### src/rtl/sensor_mem_ctrl.sv
// Single-port sensor sample/config memory with req/ready handshake, registered
// read, address range checking and a zero-fill sweep after reset or on clear.
module sensor_mem_ctrl #(
  parameter int DATA_W = 8,
  parameter int ADDR_W = 8,
  parameter int DEPTH  = 256
) (
  input  logic              clk,
  input  logic              rst,
  input  logic              req,
  input  logic              we,
  input  logic [ADDR_W-1:0] addr,
  input  logic [DATA_W-1:0] wdata,
  input  logic              clear,
  output logic              ready,
  output logic [DATA_W-1:0] rdata,
  output logic              rvalid,
  output logic              err,
  output logic              busy
);

  // state | meaning
  // INIT  | zero-fill sweep, one word per cycle; no requests accepted
  // IDLE  | ready for read/write requests
  typedef enum logic {INIT, IDLE} state_t;

  // ptr is one bit wider than addr so DEPTH == 2**ADDR_W is representable
  localparam logic [ADDR_W:0] DEPTH_W = (ADDR_W+1)'(DEPTH);
  localparam logic [ADDR_W:0] LAST    = (ADDR_W+1)'(DEPTH - 1);

  state_t            state, state_nxt;
  logic [ADDR_W:0]   ptr, ptr_nxt;
  logic [DATA_W-1:0] mem [DEPTH];
  logic              accept;
  logic              in_range;

  assign ready    = (state == IDLE);
  assign busy     = (state == INIT);
  assign accept   = req & ready;
  assign in_range = ({1'b0, addr} < DEPTH_W);

  always_comb begin
    state_nxt = state;
    ptr_nxt   = ptr;
    case (state)
      INIT: begin
        if (clear) begin
          ptr_nxt = '0;
        end else if (ptr == LAST) begin
          state_nxt = IDLE;
          ptr_nxt   = '0;
        end else begin
          ptr_nxt = ptr + 1'b1;
        end
      end
      IDLE: begin
        if (clear) begin
          state_nxt = INIT;
          ptr_nxt   = '0;
        end
      end
      default: begin
        state_nxt = INIT;
        ptr_nxt   = '0;
      end
    endcase
  end

  always_ff @(posedge clk or posedge rst) begin
    if (rst) begin
      state  <= INIT;
      ptr    <= '0;
      rvalid <= 1'b0;
      err    <= 1'b0;
      rdata  <= '0;
    end else begin
      state  <= state_nxt;
      ptr    <= ptr_nxt;
      rvalid <= accept & ~we;
      err    <= accept & ~in_range;
      if (accept && !we) begin
        rdata <= in_range ? mem[addr] : '0;
      end
    end
  end

  // Array has no reset; the sweep owns the write port whenever state is INIT
  always_ff @(posedge clk) begin
    if (state == INIT) begin
      mem[ptr[ADDR_W-1:0]] <= '0;
    end else if (accept && we && in_range) begin
      mem[addr] <= wdata;
    end
  end

endmodule

### config.mk
export PLATFORM = sky130hd
export DESIGN_NAME = sensor_mem_ctrl
export DESIGN_NICKNAME = d
export VERILOG_FILES = /design/src/rtl/sensor_mem_ctrl.sv
export SDC_FILE = /design/constraint.sdc
export NUM_CORES = 2
export LEC_CHECK = 0
export ABC_AREA = 1
export ABC_CLOCK_PERIOD_IN_PS = 11400
export BUFFER_PORTS_ARGS = -buffer_cell sky130_fd_sc_hd__buf_2
export CORE_ASPECT_RATIO = 0.7
export CORE_MARGIN = 8
export CORE_UTILIZATION = 50
export CTS_BUF_LIST = sky130_fd_sc_hd__clkbuf_8
export CTS_CLUSTER_SIZE = 10
export DETAILED_ROUTE_END_ITERATION = 8
export GPL_ROUTABILITY_DRIVEN = 0
export HOLD_SLACK_MARGIN = 0.06
export PLACE_DENSITY = 0.72
export SYNTH_ARGS = -nofsm -noshare
export SYNTH_HDL_FRONTEND = slang
export SYNTH_SLANG_ARGS = --single-unit
### constraint.sdc
create_clock -name clk -period 11.4 [get_ports clk]
set_input_delay 0.57 -clock clk [delete_from_list [all_inputs] [get_ports clk]]
set_output_delay 0.57 -clock clk [all_outputs]
set_load 0.005 [all_outputs]
==> results.cfg <==
[status]
outcome = finished, violations left
violations = slew limit

[timing]
fin_skew_ps = 56.7
period_needed_ps = 4820
grt_setup_unrepaired = false
setup_viol = 0
relSlewSlack_pct = -4.97
layout_setup_ws_ps = 6580
drv_slew = 97
hold_violations = 0
min_period_over_period_pct = 42.2
max_freq_mhz = 208
setup_tns_ps = 0
tightestPinTransition_ps = 1570

[pwr]
power_frac_comb_pct = 4.9
p_seq_share_pct = 57.1
power_mw = 14.4
p_per_area_mw_per_mm2 = 159
peakVddDrop_uv = 101
leakage_nw = 33.6
switchingPower_mw = 3.37
swShare_pct = 23.3
clkPwrFrac_pct = 38.1
intPower_mw = 11.1

[finish]
drive_gt1_share_pct = 6.92
multi_input_area_sq_mm = 0.0196
n_fill_cell = 13800
nets = 7067
ff_latch_area_sq_mm = 0.0620
syn2layout_area_growth_pct = 8.25

[cts]
ctsResizeCount = 0
hold_buffers = 7
postCtsSetupBuffers = 0
cts_sinks = 2067
cts_htree_levels = 5
cts_buffers = 310
cts_tree = done
clk_path_buf_depth = 4
worstSkewPairLatency_ps = 1020
clk_root_buffer_cell = clkbuf_8
path_clk_slew_ps = 70

[drt]
wl_per_cell_microns = 24.1
wl_met1_microns = 93000
vias_per_cell = 5.99
vias = 56900
dr_wl_met2_microns = 97500
top_layer_used = met4
dr.pass1.iters = 6
drt_iter0_markers = 8984
drc_errors = 0
totalWireLength_microns = 229000
wl_met3_microns = 32200
postRouteAntennaNets = 0

[setup_path]
cp_num_buf_inv = 2
cp-end-kind = flop
cp_slowest_stage_delay_ps = 1300
crit_chain = nand3_2, nor2_4, buf_4, buf_4
worst-path-max-fanout = 71
cp-start-kind = flop
crit_path_top_delay_cell = nor2_4
cp.required_ps = 12060
cp_common_cell = buf_4
path_delay_family = simple AND/OR/NAND/NOR gates
crit_type = reg2reg
arrival_ps = 5480

[global_route]
grt_remaining_overflow = 0
grtUsageTotal_pct = 24.3
grt_pass1_wl_microns = 341000
grt_pass1_vias = 52800
grt_max_degree = 251
antenna_found_initial = 6

[logic_synthesis]
synth_area_leaders = edfxtp_1 73%, nand3_1 12%, nand2_1 9.4%
synth_nets = 7120
synth_edf_count = 2048
yosys.cell_count.top_type = nand2_1
yosysWarnings = 0
async_flop_share_pct = 0.919
ys_seq_area_share_pct = 73.8
syn_area_sq_mm = 0.0840
yosysTopAreaCellShare_pct = 73.2
syn_inst = 7098
synth.distinct_cells = 31
synthFlopType = edfxtp_1
syn_avg_cell_area_sq_um = 11.8
synth_area_leader_cell = edfxtp_1
synth-seq-cells = 2067
synthTopCellsByCount = 2106 x nand2_1, 2048 x edfxtp_1, 2044 x nand3_1

[die]
fp.dieH_microns = 359
initial_core_util_pct = 50.1
pin_count = 33
dieArea_sq_mm = 0.182
die_w_microns = 506
core_sq_mm = 0.168
rows = 126

[place]
portBuffers = 31
place_ws_ps = 6390
dp_hpwl_microns = 125000

[worst_hold_path]
hold_class = in2reg

[job]
maxCapViolations = 0
-- placed cells by master, fill, tap and decap left out, types with 4 or more instances in the layout --
cell / synthesis / routed
clkinv_1: 0 / 78
edfxtp_1: 2048 / 2048
xor2_1: 4 / 4
dlygate4sd3_1: 0 / 7
bufinv_16: 0 / 5
inv_1: 57 / 141
buf_12: 0 / 8
buf_2: 306 / 27
nor2_1: 293 / 285
clkinv_2: 0 / 23
clkinvlp_4: 0 / 10
nand2_1: 2106 / 2106
nor2_4: 0 / 8
diode_2: 0 / 6
buf_4: 15 / 75
o22ai_1: 6 / 6
dfrtp_1: 19 / 19
nand3_1: 2044 / 2044
o21ai_2: 5 / 5
clkbuf_8: 0 / 316
inv_2: 5 / 5
nor2_2: 5 / 5
-- per-stage QoR --
stage / instance area (sq um) / util, % / instances / hold WS (ps)
floorplan: 84000 / - / 7098 / 470
global placement: 85500 / 51.0 / 8966 / 483
detailed placement: 85500 / 51.0 / 8966 / 495
CTS: 90900 / 54.2 / 9493 / 85.4
global route: 90900 / 54.2 / 9497 / 166
finish: 90900 / 54.2 / 9499 / 176
-- kinds of logic after synthesis --
group                      after synthesis  share of synthesized area (%)
adders and majority gates                1                         0.0149
xor gates and xnor gates                 5                         0.0521
AOI/OAI and AO/OA                       19                          0.150
DFF                                   2067                           73.8
other                                    1                        0.00446
and+or+nand+nor                       4457                           23.0
buffers and inverters                  548                           2.98
-- cell type report --
type / count / area share (%)
clock inverter: 204 / 1.06
timing repair buffer: 120 / 1.07
clock buffer: 316 / 4.78
tap: 2240 / 3.08
antenna: 6 / 0.0165
inverter: 63 / 0.297
multi-input combinational: 4483 / 21.5
sequential: 2067 / 68.2
-- worst reg2reg max path, stage by stage (launching register included) --
cell,delay (ps)
dfrtp_1,610
nand3_2,870
nor2_4,1300
buf_4,840
buf_4,820
-- metal layers --
layer | vias up | GRT usage (%)
met1 | 27400 | 36.6
met5 | - | 0
met2 | 3944 | 33.7
li1 | 25100 | -
met4 | 0 | 8.00
met3 | 435 | 7.16
-- power groups by stage --
| stage | Combinational, mW | Sequential, mW | Clock, mW |
|---|---|---|---|
| after CTS | 0.685 | 8.25 | 5.54 |
| after floorplan | 0.448 | 8.40 | 0 |
| after detailed placement | 0.682 | 8.41 | 0 |
| after global placement | 0.675 | 8.41 | 0 |
| final | 0.706 | 8.25 | 5.50 |
| after global routing | 0.748 | 8.24 | 5.86 |
-- worst paths after layout --
check	startpoint	endpoint	slack, ps	depth (start not counted)
setup / recovery	ready$_DFF_PP0_	mem[227][5]$_DFFE_PP_	6580	4
hold / removal	wdata[5]	mem[156][5]$_DFFE_PP_	180	3
setup reg to reg	ready$_DFF_PP0_	mem[227][5]$_DFFE_PP_	6580	4
hold reg to reg	ptr[8]$_DFFE_PP0P_	ptr[8]$_DFFE_PP0P_	510	2
max in group asynchronous	rst	ptr[4]$_DFFE_PP0P_	10130	3
min in group asynchronous	rst	rvalid$_DFF_PP0_	430	3
-- flip-flops by register name, indices dropped and copies added, names as in the netlist --
name,cells
mem,2048
ptr,9
rdata,8
ready,1
rvalid,1
Power figures use the tool's default switching activity.
